**config.mk**
```make
export PLATFORM = sky130hd
export DESIGN_NAME = booth_mul_seq
export DESIGN_NICKNAME = d
export VERILOG_FILES = /design/src/rtl/booth_mul_seq.sv
export SDC_FILE = /design/constraint.sdc
export NUM_CORES = 1
export LEC_CHECK = 0
export BUFFER_PORTS_ARGS = -buffer_cell sky130_fd_sc_hd__buf_2
export CAP_MARGIN = 10
export CORE_MARGIN = 5
export CORE_UTILIZATION = 48
export DETAILED_ROUTE_END_ITERATION = 6
export PLACE_DENSITY_LB_ADDON = 0.05
export SYNTH_ARGS = -nofsm -noshare
export SYNTH_HDL_FRONTEND = slang
export SYNTH_SLANG_ARGS = --single-unit
```
**constraint.sdc**
```tcl
create_clock -name clk -period 6.3 [get_ports clk]
set_input_delay 1.26 -clock clk [delete_from_list [all_inputs] [get_ports clk]]
set_output_delay 1.26 -clock clk [all_outputs]
set_load 0.01 [all_outputs]
```
**src/rtl/booth_mul_seq.sv**
```systemverilog
// booth_mul_seq -- iterative radix-4 Booth multiplier, 8x8 -> 17-bit product.
//
// Scans one radix-4 Booth group of the (sign-extended) multiplier per cycle.
// Each group drives an internal partial-product selector. The selector returns
// a biased 10-bit partial product plus a negate bit, and the result is
// accumulated into a running sum. Operands and product move over valid/ready
// handshakes. The block sits between the PE operand fetch and the PE
// accumulator.
//
// Optional build macro: BOOTH_ZERO_SKIP_EN
//   When defined, the scan stops early once the remaining multiplier bits are
//   all-0 or all-1. Every remaining Booth code would then select zero. The
//   product is unchanged; only the latency shrinks to 1..5 edges.
//
// Ports:
//   clk        rising-edge clock
//   rst        synchronous active-high reset
//   in_valid   operand pair valid
//   in_ready   block can accept operands (registered)
//   a, a_sign  multiplicand and its signedness (1 = two's complement)
//   b, b_sign  multiplier and its signedness (1 = two's complement)
//   out_valid  product valid (registered)
//   out_ready  consumer accepts product
//   prod       17-bit two's-complement product (registered)
module booth_mul_seq #(
    parameter int GROUPS = 5,
    parameter int ACC_W  = 18
) (
    input  logic        clk,
    input  logic        rst,
    input  logic        in_valid,
    output logic        in_ready,
    input  logic [7:0]  a,
    input  logic        a_sign,
    input  logic [7:0]  b,
    input  logic        b_sign,
    output logic        out_valid,
    input  logic        out_ready,
    output logic [16:0] prod
);

    typedef enum logic [1:0] {
        IDLE = 2'd0,
        RUN  = 2'd1,
        DONE = 2'd2
    } state_t;

    // Booth partial-product selector.
    // Returns {out_inv, out_data[9:0]}. out_data holds the selected multiple
    // with its sign bit inverted (a +512 bias). For negative multiples it is
    // the one's complement, and out_inv supplies the missing +1.
    function automatic logic [10:0] booth_sel(input logic [2:0] code,
                                              input logic [8:0] src);
        logic [9:0] mult;
        logic       inv;
        mult = 10'd0;
        inv  = 1'b0;
        case (code)
            3'b000, 3'b111: begin mult = 10'd0;              inv = 1'b0; end
            3'b001, 3'b010: begin mult = {src[8], src};      inv = 1'b0; end
            3'b011:         begin mult = {src, 1'b0};        inv = 1'b0; end
            3'b100:         begin mult = ~{src, 1'b0};       inv = 1'b1; end
            3'b101, 3'b110: begin mult = ~{src[8], src};     inv = 1'b1; end
            default:        begin mult = 10'd0;              inv = 1'b0; end
        endcase
        return {inv, mult ^ 10'h200};
    endfunction

    state_t            state_r, state_n;
    logic [8:0]        a_ext_r, a_ext_n;
    logic [9:0]        b_ext_r, b_ext_n;
    logic [ACC_W-1:0]  acc_r, acc_n;
    logic [2:0]        cnt_r, cnt_n;
    logic [16:0]       prod_r, prod_n;
    logic              out_valid_r, out_valid_n;
    logic              in_ready_r, in_ready_n;

    logic [10:0]       bx_s;
    logic [2:0]        code_s;
    logic [10:0]       sel_s;
    logic [ACC_W-1:0]  pp_s;
    logic [ACC_W-1:0]  term_s;
    logic [ACC_W-1:0]  sum_s;
    logic              last_s;
    logic              finish_s;

    // Group selection: b_ext with the implicit b_ext[-1]=0 appended at the LSB.
    assign bx_s   = {b_ext_r, 1'b0};
    assign code_s = 3'(bx_s >> {cnt_r, 1'b0});
    assign sel_s  = booth_sel(code_s, a_ext_r);

    // Remove the +512 bias by re-inverting the sign bit. Then sign-extend and
    // add the negate bit to form the exact signed partial product.
    assign pp_s   = {{(ACC_W-10){~sel_s[9]}}, ~sel_s[9], sel_s[8:0]}
                  + {{(ACC_W-1){1'b0}}, sel_s[10]};
    assign term_s = pp_s << {cnt_r, 1'b0};
    assign sum_s  = acc_r + term_s;
    assign last_s = (cnt_r == 3'(GROUPS - 1));

`ifdef BOOTH_ZERO_SKIP_EN
    logic [3:0] shamt_s;
    logic [9:0] rem_s;
    // Arithmetic shift leaves only b_ext[9:2cnt+1], padded with copies of b_ext[9].
    // The result is all-0 or all-1 exactly when the remaining groups are all zero.
    assign shamt_s  = {cnt_r, 1'b0} + 4'd1;
    assign rem_s    = $signed(b_ext_r) >>> shamt_s;
    assign finish_s = last_s || (rem_s == 10'h000) || (rem_s == 10'h3FF);
`else
    assign finish_s = last_s;
`endif

    // Next-state and next-register logic for the control FSM and datapath.
    always_comb begin
        state_n     = state_r;
        a_ext_n     = a_ext_r;
        b_ext_n     = b_ext_r;
        acc_n       = acc_r;
        cnt_n       = cnt_r;
        prod_n      = prod_r;
        out_valid_n = out_valid_r;
        in_ready_n  = in_ready_r;
        case (state_r)
            IDLE: begin
                if (in_valid) begin
                    a_ext_n    = {a_sign & a[7], a};
                    b_ext_n    = {{2{b_sign & b[7]}}, b};
                    acc_n      = {ACC_W{1'b0}};
                    cnt_n      = 3'd0;
                    in_ready_n = 1'b0;
                    state_n    = RUN;
                end else begin
                    in_ready_n = 1'b1;
                end
            end
            RUN: begin
                acc_n = sum_s;
                if (finish_s) begin
                    prod_n      = sum_s[16:0];
                    out_valid_n = 1'b1;
                    state_n     = DONE;
                end else begin
                    cnt_n = cnt_r + 3'd1;
                end
            end
            DONE: begin
                if (out_ready) begin
                    out_valid_n = 1'b0;
                    in_ready_n  = 1'b1;
                    state_n     = IDLE;
                end else begin
                    out_valid_n = 1'b1;
                end
            end
            default: begin
                out_valid_n = 1'b0;
                in_ready_n  = 1'b1;
                state_n     = IDLE;
            end
        endcase
    end

    // State and datapath registers with synchronous reset.
    always_ff @(posedge clk) begin
        if (rst) begin
            state_r     <= IDLE;
            a_ext_r     <= 9'd0;
            b_ext_r     <= 10'd0;
            acc_r       <= {ACC_W{1'b0}};
            cnt_r       <= 3'd0;
            prod_r      <= 17'd0;
            out_valid_r <= 1'b0;
            in_ready_r  <= 1'b1;
        end else begin
            state_r     <= state_n;
            a_ext_r     <= a_ext_n;
            b_ext_r     <= b_ext_n;
            acc_r       <= acc_n;
            cnt_r       <= cnt_n;
            prod_r      <= prod_n;
            out_valid_r <= out_valid_n;
            in_ready_r  <= in_ready_n;
        end
    end

    assign in_ready  = in_ready_r;
    assign out_valid = out_valid_r;
    assign prod      = prod_r;

endmodule

```
[Word level (Yosys, flattened, before mapping)]
Cells that the tools add are included.
Operators by class
  add/sub/neg operators: 3
  equality and inequality tests: 14
  shift operators: 2
  muxes and demuxes: 17
  bitwise logic cells: 6
  reduce and logical (&&, ||, !) cells: 15
Operators by type and width (count)
  $pmux 10 s5: 1
  $pmux 18 s2: 1
  $not 10->10: 2
  $add 18x18->18: 1
  $mux 18: 1
  $shl 18x4->18: 1
  $eq 3x3->1 const B: 5
  $add 10x2->11: 1
  $shr 11x4->3: 1
  $reduce_and 2->1: 5
  $ne 2x2->1 const B: 4
  $eq 3x2->1 const B: 2
  $mux 2: 3
  $mux 3: 2
  $pmux 1 s3: 2
  $pmux 2 s3: 1
  $pmux 3 s2: 1
  $reduce_and 3->1: 2
  $reduce_or 2->1: 3
  $reduce_or 5->1: 1
  $mux 1: 4
  $add 3x1->3 const B: 1
  $eq 3x1->1 const B: 1
  $logic_not 3->1: 1
  other kinds (8): 10
Storage, ports and cells
  bits in registers: 60
  output and inout bits: 19

[Logic depth before layout (Yosys ltp)]
Gate-level depths: netlist of the first run.
  depth after elaboration: 8
  depth in mapped cells: 26

[Worst setup path before layout of the first run]
OpenSTA, ideal clock, no wires.
  path kind: flip-flop to flip-flop
  start: reg cnt_r[0]
  end: reg acc_r[16]
  library setup time: 0.122 ns
  data arrival time: 5.204 ns
  required time: 6.178 ns
  path slack: 0.974 ns
  cell stages (with the launch flop): 25
  path through: dfxtp_1 buf_6 mux2_4 a221o_1 clkbuf_1 or2_2 a21oi_1 nor2_1 ha_1 ha_1 xnor2_1 a221oi_1 and2_1 a31oi_1 nor2_1 ha_1 a21boi_0 o21a_1 o311ai_0 a31oi_1 a21o_1 a21oi_1 o21ai_0 nor4b_1 a221o_1
On the way
  word-level cells in the longest chain between the ends: 8
Ends and longest elaborated chain
  start, declared: RTL line 73  | logic [2:0] cnt_r, cnt_n;
  start signal, assigned: RTL line 178  | cnt_r <= cnt_n;
  $shr 11x4->3: RTL line 89  | assign code_s = 3'(bx_s >> {cnt_r, 1'b0});
  $eq 3x2->1 (tied with other cells): RTL line 58  | case (code)
  $reduce_or 5->1 (no source line) (tied with other cells)
  $pmux 1 s2 / $pmux 10 s5 (equally long branches): RTL line 58
  $add 10x2->11: RTL line 95  | + {{(ACC_W-1){1'b0}}, sel_s[10]};
  $shl 18x4->18 (*): RTL line 96  | assign term_s = pp_s << {cnt_r, 1'b0};
  $add 18x18->18 (*): RTL line 97  | assign sum_s = acc_r + term_s;
  $pmux 18 s2 (*): RTL line 122  | case (state_r)
  end signal, assigned: RTL line 168  | acc_r <= {ACC_W{1'b0}};
  end signal, assigned: RTL line 177  | acc_r <= acc_n;
  end, declared: RTL line 72  | logic [ACC_W-1:0] acc_r, acc_n;
Mark *: on every way between the ends. The rest lies on a longest branch, timed or not.
A chain may end at the register's enable or synchronous reset.

[Final worst setup path of the first run]
Ends and elaborated chain as after synthesis.

==> results.cfg, run 1 <==
[sta]
maxSlewHeadroom_pct = 46.80
final_period_minus_worst_setup_slack_ps = 5768
report.final.hold_viol_count = 0
achievable-frequency_mhz = 173.4
min_period_over_period_pct = 91.56
slew_violations = 0
setup_tns_ps = 0
fin_worst_hold_slack_ps = 451.8
tightest_slew_ps = 798.0
postLayoutSetupSlackWorst_ps = 531.5
grt_setup_unrepaired = false
finClkSkew_ps = 13.35
setup_viol_count_final = 0

[critical_path]
critical_path.top_delay_family = compound AO/OA/AOI/OAI gates
setup.reg_to_reg.worst_slack_ps = 530
slowest_stage_cell_on_the_critical_path = sky130_fd_sc_hd__a221o_1
critical_path_peak_fanout = 12
crit_path_max_incr_delay_ps = 520
cp_cell_sequence = mux2_4, a221o_1, or2_2, a21oi_1, nor2_1, ha_1, ha_1, xnor2_1, nor2_1, a21oi_1, nor3_1, ha_1, nor2b_1, o21ai_0, a21boi_0, o21a_1, o311ai_1, a31oi_1, a21o_1, a21oi_1, o21ai_0, nor4b_1, a221o_1
critPathCaptureType = flip-flop
reg2reg_depth = 23
crit_path_start_kind = flip-flop
timing.rr.start = cnt_r[0]
worstPathBufferInverterCount = 0
critPathRequiredTime_ps = 6540
rr_endpoint = acc_r[16]
worstSetupPathType = reg -> reg
cp.arrival_ps = 6010

[global_route]
grt_first_pass_wirelength_um = 16550
grt_antenna_before_repair = 0
grt.total_usage_pct = 20.21
pin_count_of_the_biggest_net_entering_global_routing = 34
globalRouteOverflowTotal = 0
grt_pass1_vias = 3380

[job]
total_of_max_cap_violations = 0

[die]
top_level_ports = 41
core-area_um2 = 8093
design.die.area_um2 = 10050
start_util_pct = 48.28
rows = 33
height_of_the_chip_um = 100.2
die-width_um = 100.2

[placement]
routabilityCongestion = 0.8777
place_worst_setup_slack_ps = 394.2
numPortBuffers = 40
dpl.hpwl_um = 7192
dp_cells = 628

[clock_network]
clock_sink_count = 59
h-tree-depth = 3
clk_root_buffer_cell = sky130_fd_sc_hd__clkbuf_8
clock_tree_from_tritoncts = yes
post_cts_hold_buffer_count = 0
ctsLongestPathBuffers = 2
cts-buffers-inserted = 9
cts.clk_slew.worst_paths_ps = 80
clkLatencyLatePin_ps = 350

[logic_synthesis]
ys_types = 59
synth_simple_gate_area_share_pct = 23.79
post_synth_mux_area_share_pct = 3.330
synth_flop_cell = sky130_fd_sc_hd__dfxtp_1
ys_async_sr_fraction_pct = 0
syn_area_um2 = 3907
synth_sequential_area_ratio_pct = 30.23
yosys-top-cells-count = sky130_fd_sc_hd__nand2_1, sky130_fd_sc_hd__a21oi_1, sky130_fd_sc_hd__dfxtp_1
synth-edff-count = 0
post-synth-top-count-cell = sky130_fd_sc_hd__nand2_1
synth_top_cell_by_area = sky130_fd_sc_hd__dfxtp_1
syn-num-nets = 552
yosysWarnings = 0
synthCells = 506
synth-xor-area-share_pct = 6.948
netlist_top_cells_area = sky130_fd_sc_hd__dfxtp_1, sky130_fd_sc_hd__nand2_1, sky130_fd_sc_hd__a21oi_1
synth_compound_gate_area_share_pct = 22.73
synth_top_family_by_area = simple AND/OR/NAND/NOR gates
synthDominantCellAreaShare_pct = 30.23
average_size_of_a_mapped_cell_um2 = 7.722
register_bit_count_reported_by_yosys = 59
arithmetic_cell_share_of_the_synthesized_area_counting_full_adders_half_adders_and_majority_gates_pct = 7.877

[finish]
area_delta_synth_final_pct = 11.66
fin_nets = 580
drive_above_1_share_pct = 15.21
finalCoreUtilization_pct = 53.91
fin_cells = 644
n_antenna_cell = 0

[min_path]
origin_of_the_worst_min_delay_path = prod[13]
type_of_the_tightest_min_delay_check = reg -> reg
holdPathEnd = prod[13]
worst_hold_path.num_cells = 2

[detailed_routing]
totalWireLength_um = 9742
drt-wirelength-per-cell_um = 15.13
route.detailed.drc = 0
detail_route.iter0.violations = 234
num_vias = 3633
ant_nets = 0
via_per_inst = 5.641
dr.pass1.iters = 5

[power_and_ir_drop]
p_per_area_nw_per_um2 = 315.3
static-leakage-power_uw = 0.001830
vdd_ir_max_mv = 0.2613

[status]
status = finished clean
==> registers in the layout (all words and copies together), names as in the netlist <==
register and cells:
in_ready 1, cnt_r 3, prod 17, state_r 2, a_ext_r 9, acc_r 17, b_ext_r 9, out_valid 1
==> layer usage <==
metal | share of wire (%) | vias up | global-route usage [%] | routed length, µm
li1 | - | 1845 | - | -
met4 | 1.5 | 0 | 6.632 | 146
met3 | 4.1 | 12 | 3.475 | 398
met1 | 50 | 1701 | 29.27 | 4876
met2 | 44 | 75 | 30.33 | 4321
met5 | 0 | - | 0 | 0
==> cell usage in the layout (no fill, tap or decap), types with 10 or more instances in the layout <==
| cell | Yosys | layout |
|---|---|---|
| sky130_fd_sc_hd__o21ai_0 | 10 | 10 |
| sky130_fd_sc_hd__dfxtp_1 | 59 | 58 |
| sky130_fd_sc_hd__nor3_1 | 11 | 11 |
| sky130_fd_sc_hd__ha_1 | 23 | 23 |
| sky130_fd_sc_hd__and2_1 | 10 | 10 |
| sky130_fd_sc_hd__buf_2 | 0 | 40 |
| sky130_fd_sc_hd__a21oi_1 | 60 | 60 |
| sky130_fd_sc_hd__clkbuf_8 | 0 | 10 |
| sky130_fd_sc_hd__nand2_1 | 86 | 86 |
| sky130_fd_sc_hd__nor2_1 | 46 | 46 |
| sky130_fd_sc_hd__xnor2_1 | 24 | 24 |
| sky130_fd_sc_hd__inv_1 | 13 | 13 |
| sky130_fd_sc_hd__a22oi_1 | 15 | 15 |
==> worst max-delay path by stage <==
stage / startpoint / to / slack [ps] / depth (start not counted)
4_1_cts: cnt_r[0] / acc_r[16] / 330 / 21
2_1_floorplan: cnt_r[0] / acc_r[16] / 970 / 24
5_1_grt: cnt_r[1] / acc_r[16] / 70 / 21
6_report: cnt_r[0] / acc_r[16] / 530 / 23
3_5_place_dp: cnt_r[0] / acc_r[16] / 390 / 21
3_3_place_gp: cnt_r[0] / acc_r[16] / 630 / 23
==> tightest hold or removal path: stages, from the launching register on <==
cell and delay [ps]:
sky130_fd_sc_hd__dfxtp_1 310, sky130_fd_sc_hd__nand2_1 50, sky130_fd_sc_hd__a21oi_1 50
==> power by group <==
part | leakage, µW | total [µW] | switching, µW | internal, µW
logic | 0.00125 | 576 | 347 | 229
registers | 0.000479 | 433 | 29.4 | 403
clock network | 0.0000987 | 367 | 173 | 193
total | 0.00183 | 1380 | 549 | 826
==> logic make-up (layout without fill, tap and decap cells) <==
family,count (synthesis),count (layout)
muxes,11,11
DFF,59,59
and+or+nand+nor,201,201
buffers and inverters,45,78
AOI/OAI and AO/OA,135,135
adders and majority gates,24,24
xor gates and xnor gates,31,31
==> stage by stage <==
stage                     power, µW  area [µm²]
final                          1376        4363
after detailed placement       1013        4153
after global placement         1006        4153
after floorplan               883.3        3908
after CTS                      1386        4354
after global routing           1480        4363
==> area by class of cell <==
type,count,area (µm²)
fillers,862,3730
multi-input cells,402,2535
flip-flops and latches,59,1182
repair buffers,48,260.3
clock buffers,10,137.6
well taps,105,131.4
clock inverters,6,63.81
inverters,14,52.55
==> what timing repair did <==
| action | in CTS | in global routing |
|---|---|---|
| setup endpoints to repair | 0 | 3 |
| resized for setup | 0 | 3 |
| setup buffers | 0 | 0 |
Note: power is estimated with default switching activity, not from simulation.
==> inputs of run 2 (changes only) <==
Settings changed: CORE_ASPECT_RATIO set to 0.7.
==> run 2 against run 1 <==
Routed wire length rose by 0.22%. Hold slack lost 3.3 ps. Clock-buffer cell count increased by 2. Critical endpoint unchanged. Largest power group unchanged.
==> results.cfg, run 2 (synthesized netlist as in run 1, its figures left out) <==
[sta]
finClkSkew_ps = 7.843
min_period_over_period_pct = 91.79
achievable-frequency_mhz = 172.9
slew_violations = 0
maxSlewHeadroom_pct = 37.59
setup_tns_ps = 0
report.final.hold_viol_count = 0
tightest_slew_ps = 936.2
final_period_minus_worst_setup_slack_ps = 5783
setup_viol_count_final = 0
grt_setup_unrepaired = false
fin_worst_hold_slack_ps = 448.5

[finish]
n_antenna_cell = 0
most-common-layout-cells = sky130_fd_sc_hd__nand2_1, sky130_fd_sc_hd__a21oi_1, sky130_fd_sc_hd__dfxtp_1
area_delta_synth_final_pct = 14.31
final_area_um2 = 4467
fin_nets = 578
drive_above_1_share_pct = 14.90
mostFrequentLayoutCell = sky130_fd_sc_hd__nand2_1

[detailed_routing]
dr.pass1.iters = 5
num_vias = 3561
via_per_inst = 5.582
ant_nets = 0
drt-wirelength-per-cell_um = 15.30
route.detailed.drc = 0
detail_route.iter0.violations = 220
totalWireLength_um = 9763

[power_and_ir_drop]
p_per_area_nw_per_um2 = 344.3
vdd_ir_max_mv = 0.2271
p_total_uw = 1538
static-leakage-power_uw = 0.001879

[critical_path]
critPathRequiredTime_ps = 6520
critical_path.top_delay_family = compound AO/OA/AOI/OAI gates
crit_path_start_kind = flip-flop
setup.reg_to_reg.worst_slack_ps = 520
slowest_stage_cell_on_the_critical_path = sky130_fd_sc_hd__dfxtp_1
worstPathBufferInverterCount = 0
critical_path_peak_fanout = 14
cp_cell_sequence = nand2b_1, o221ai_1, and3_1, a221o_1, ha_1, and3b_1, and3_1, o21ai_0, nand3_1, nor2_1, a21oi_1, o32ai_1, ha_1, and2_1, o21ai_0, a31oi_1, a21o_1, a21oi_1, o21ai_0, nor4b_1, a221o_1
worstSetupPathType = reg -> reg
cp-startpoint = cnt_r[1]
timing.rr.start = cnt_r[1]
rr_endpoint = acc_r[16]
reg2reg_depth = 21
crit_path_max_incr_delay_ps = 590
cp.arrival_ps = 6000
timing.critical_path.mode_cell = sky130_fd_sc_hd__o21ai_0
critPathCaptureType = flip-flop

[die]
die-width_um = 117.8
core-area_um2 = 7905
start_util_pct = 49.43
height_of_the_chip_um = 85.49
rows = 27
top_level_ports = 41
design.die.area_um2 = 10070

[job]
total_of_max_cap_violations = 0

[min_path]
origin_of_the_worst_min_delay_path = prod[11]
worst_hold_path.num_cells = 2
holdPathEnd = prod[11]
type_of_the_tightest_min_delay_check = reg -> reg

[clock_network]
clkLatencyLatePin_ps = 330
clock_tree_from_tritoncts = yes
cts-buffers-inserted = 9
clk_root_buffer_cell = sky130_fd_sc_hd__clkbuf_16
cts.clk_slew.worst_paths_ps = 50
h-tree-depth = 3
post_cts_hold_buffer_count = 0
clock_sink_count = 59
post_cts.resized_instances = 0
post-cts-setup-buffers = 0
ctsLongestPathBuffers = 2

[placement]
placedInstanceArea_um2 = 4136
routabilityCongestion = 0.8788
dpl.hpwl_um = 7215
numPortBuffers = 40

[status]
status = finished clean

[global_route]
grt.total_usage_pct = 19.98
pin_count_of_the_biggest_net_entering_global_routing = 61
grt_antenna_before_repair = 0
grt_pass1_vias = 3277
globalRouteOverflowTotal = 0
grt_first_pass_wirelength_um = 16600
[run 2: cell types whose count changed in the layout (fill, tap and decap cells not counted), moves of 2 or more]
cell and change:
sky130_fd_sc_hd__clkbuf_1 +2, sky130_fd_sc_hd__clkbuf_8 -9, sky130_fd_sc_hd__buf_4 -2, sky130_fd_sc_hd__clkbuf_16 +9
sky130_fd_sc_hd__clkinvlp_4 -2
[run 2: worst max-delay path by stage]
stage,cells past startpoint,slack [ps],to
after floorplan,24,970,acc_r[16]
after global placement,23,510,acc_r[16]
after detailed placement,20,450,acc_r[16]
after CTS,21,410,acc_r[16]
after global routing,21,50,acc_r[16]
final,21,520,acc_r[16]
[run 2: cell type report]
class                   instances  area [µm²]
fillers                       759        3438
multi-input cells             402        2540
flip-flops and latches         59        1182
clock buffers                  12       246.5
repair buffers                 46       245.2
well taps                     101       126.4
clock inverters                 4       73.82
inverters                      14       52.55
[run 2: worst reg2reg max path: stages, from the launching register on]
cell	delay, ps
sky130_fd_sc_hd__dfxtp_1	590
sky130_fd_sc_hd__nand2b_1	320
sky130_fd_sc_hd__o221ai_1	310
sky130_fd_sc_hd__and3_1	380
sky130_fd_sc_hd__a221o_1	410
sky130_fd_sc_hd__ha_1	250
sky130_fd_sc_hd__and3b_1	250
sky130_fd_sc_hd__and3_1	220
sky130_fd_sc_hd__o21ai_0	250
sky130_fd_sc_hd__nand3_1	190
sky130_fd_sc_hd__nor2_1	120
sky130_fd_sc_hd__a21oi_1	50
sky130_fd_sc_hd__o32ai_1	220
sky130_fd_sc_hd__ha_1	360
sky130_fd_sc_hd__and2_1	190
sky130_fd_sc_hd__o21ai_0	290
sky130_fd_sc_hd__a31oi_1	180
sky130_fd_sc_hd__a21o_1	200
sky130_fd_sc_hd__a21oi_1	250
sky130_fd_sc_hd__o21ai_0	200
sky130_fd_sc_hd__nor4b_1	190
sky130_fd_sc_hd__a221o_1	280
[run 2: per-layer routing]
metal | GRT usage [%] | up-vias | part of all wire [%]
li1 | - | 1850 | -
met1 | 30.94 | 1629 | 55
met2 | 27.16 | 72 | 39
met3 | 4.530 | 10 | 4.7
met4 | 5.625 | 0 | 1.1
met5 | 0 | - | 0
[run 2: through the flow]
| stage | worst slack, ps | util, % | cells |
|---|---|---|---|
| final | 517.0 | 56.51 | 638 |
| after floorplan | 974.1 | - | 506 |
| after CTS | 408.2 | 56.38 | 638 |
| after global routing | 47.98 | 56.51 | 638 |
| after detailed placement | 445.3 | 52.33 | 622 |
| after global placement | 512.3 | 52.33 | 622 |
[run 2: power breakdown]
| part | switching, µW | internal, µW | total [µW] | leakage (µW) |
|---|---|---|---|---|
| Clock | 170 | 357 | 527 | 0.000157 |
| Combinational | 352 | 225 | 576 | 0.00124 |
| Sequential | 30.4 | 404 | 435 | 0.000479 |
==> inputs of run 3 (changes only) <==
Settings changed: PLACE_DENSITY_LB_ADDON 0.05 to 0.15, RECOVER_POWER set to 25.
==> run 3 against run 2 <==
Critical path depth grew 2. Global-route usage shrank 0.15 points. Register-to-register slack is essentially flat. Sequential power is essentially flat. Non-clock buffer count grew 2. Clock skew grew 1.7 ps. Cell count grew 0.31%. Die area is the same. Via count grew 4.0%. Worst setup slack gained 7.0 ps. Maximum frequency grew 0.12%. Critical path type unchanged. Highest routed layer unchanged. Sequential cell count is the same.
==> results.cfg, run 3 (synthesized netlist as in run 1, its figures left out) <==
[status]
status = finished clean

[global_route]
grt_first_pass_wirelength_um = 16620
pin_count_of_the_biggest_net_entering_global_routing = 61
grt_pass1_vias = 3457
globalRouteOverflowTotal = 0
grt_antenna_before_repair = 0
grt.total_usage_pct = 19.83

[sta]
fin_worst_hold_slack_ps = 451.9
setup_tns_ps = 0
grt_setup_unrepaired = false
finClkSkew_ps = 9.579
slew_violations = 0
tightest_slew_ps = 1042
maxSlewHeadroom_pct = 30.48
achievable-frequency_mhz = 173.1
final_period_minus_worst_setup_slack_ps = 5776
report.final.hold_viol_count = 0
min_period_over_period_pct = 91.68
setup_viol_count_final = 0

[die]
rows = 27
core-area_um2 = 7905
die-width_um = 117.8
top_level_ports = 41
height_of_the_chip_um = 85.49
design.die.area_um2 = 10070
start_util_pct = 49.43

[clock_network]
cts-buffers-inserted = 9
post_cts_hold_buffer_count = 0
h-tree-depth = 3
clock_tree_from_tritoncts = yes
clock_sink_count = 59
ctsLongestPathBuffers = 2
clk_root_buffer_cell = sky130_fd_sc_hd__clkbuf_16
cts.clk_slew.worst_paths_ps = 50
clkLatencyLatePin_ps = 340

[job]
total_of_max_cap_violations = 0

[detailed_routing]
via_per_inst = 5.789
drt-wirelength-per-cell_um = 15.50
num_vias = 3705
ant_nets = 0
route.detailed.drc = 0
dr.pass1.iters = 5
detail_route.iter0.violations = 271
totalWireLength_um = 9920

[critical_path]
critical_path_peak_fanout = 12
critPathCaptureType = flip-flop
worstSetupPathType = reg -> reg
crit_path_start_kind = flip-flop
cp.arrival_ps = 6000
critPathRequiredTime_ps = 6520

[finish]
n_antenna_cell = 0
area_delta_synth_final_pct = 14.54
drive_above_1_share_pct = 12.99
most-common-layout-cells = sky130_fd_sc_hd__nand2_1, sky130_fd_sc_hd__a21oi_1, sky130_fd_sc_hd__dfxtp_1
multi_input_comb_area_um2 = 2554
fin_nets = 580
mostFrequentLayoutCell = sky130_fd_sc_hd__nand2_1
fillers = 763
register_area_um2 = 1182

[placement]
numPortBuffers = 40
routabilityCongestion = 0.9388
dpl.hpwl_um = 7315

[min_path]
type_of_the_tightest_min_delay_check = reg -> reg

[power_and_ir_drop]
p_per_area_nw_per_um2 = 344.2
vdd_ir_max_mv = 0.1806
static-leakage-power_uw = 0.001818
run 3: metal layers:
metal	part of all wire, %	routed length, µm	vias to the layer above	GRT usage, %
li1	-	-	1853	-
met1	50	4964	1725	28.18
met2	42	4193	110	28.95
met3	6.2	618	17	5.530
met4	1.5	144	0	6.354
met5	0	0	-	0
run 3: cell type report:
type | count | area share (%)
Sequential cell | 59 | 26.42
Timing Repair Buffer | 48 | 5.396
Clock inverter | 6 | 2.013
Inverter | 14 | 1.174
Clock buffer | 10 | 5.116
Multi-Input combinational cell | 402 | 57.06
Tap cell | 101 | 2.824
run 3: where the power goes:
part	internal (µW)	switching, µW	leakage (µW)	total, µW
Combinational	225	355	0.00119	580
Sequential	404	29.6	0.000479	434
Clock	346	180	0.000153	527
Total	976	565	0.00182	1540
run 3: what timing repair did:
action                                  CTS  global route
endpoints found under the setup margin    0             4
gates resized for setup                   0             6
buffers inserted                          0             0
run 3: worst paths after layout:
kind / cells past startpoint / start / endpoint / slack, ps
worst max register to register: 23 / cnt_r[0] / acc_r[16] / 520
worst max-delay path: 23 / cnt_r[0] / acc_r[16] / 520
worst min register to register: 2 / prod[8] / prod[8] / 450
worst min-delay path: 2 / prod[8] / prod[8] / 450
run 3: worst max-delay path, cell delays in order (launching register included):
cell                       delay [ps]
sky130_fd_sc_hd__dfxtp_2          430
sky130_fd_sc_hd__mux2_2           370
sky130_fd_sc_hd__a221o_2          460
sky130_fd_sc_hd__or2_2            350
sky130_fd_sc_hd__a21oi_1          130
sky130_fd_sc_hd__nor2_1            50
sky130_fd_sc_hd__ha_1             210
sky130_fd_sc_hd__ha_1             240
sky130_fd_sc_hd__xnor2_1          290
sky130_fd_sc_hd__nor2_1            80
sky130_fd_sc_hd__a21oi_1          250
sky130_fd_sc_hd__nor3_1           120
sky130_fd_sc_hd__ha_1             330
sky130_fd_sc_hd__nor2b_1          140
sky130_fd_sc_hd__o21ai_0          200
sky130_fd_sc_hd__a21boi_0         170
sky130_fd_sc_hd__o21a_1           240
sky130_fd_sc_hd__o311ai_2         300
sky130_fd_sc_hd__a31oi_1          190
sky130_fd_sc_hd__a21o_1           210
sky130_fd_sc_hd__a21oi_1          220
sky130_fd_sc_hd__o21ai_0          210
sky130_fd_sc_hd__nor4b_1          190
sky130_fd_sc_hd__a221o_1          290
run 3: metrics by stage:
| step | area (µm²) | util (%) | cells | setup WS (ps) | total power, µW |
|---|---|---|---|---|---|
| finish | 4476 | 56.62 | 640 | 524.0 | 1541 |
| global placement | 4151 | 52.52 | 624 | 357.4 | 996.5 |
| CTS | 4471 | 56.55 | 640 | 33.60 | 1537 |
| global route | 4476 | 56.62 | 640 | 39.90 | 1634 |
| floorplan | 3908 | - | 506 | 974.1 | 883.3 |
| detailed placement | 4151 | 52.52 | 624 | 65.11 | 1006 |
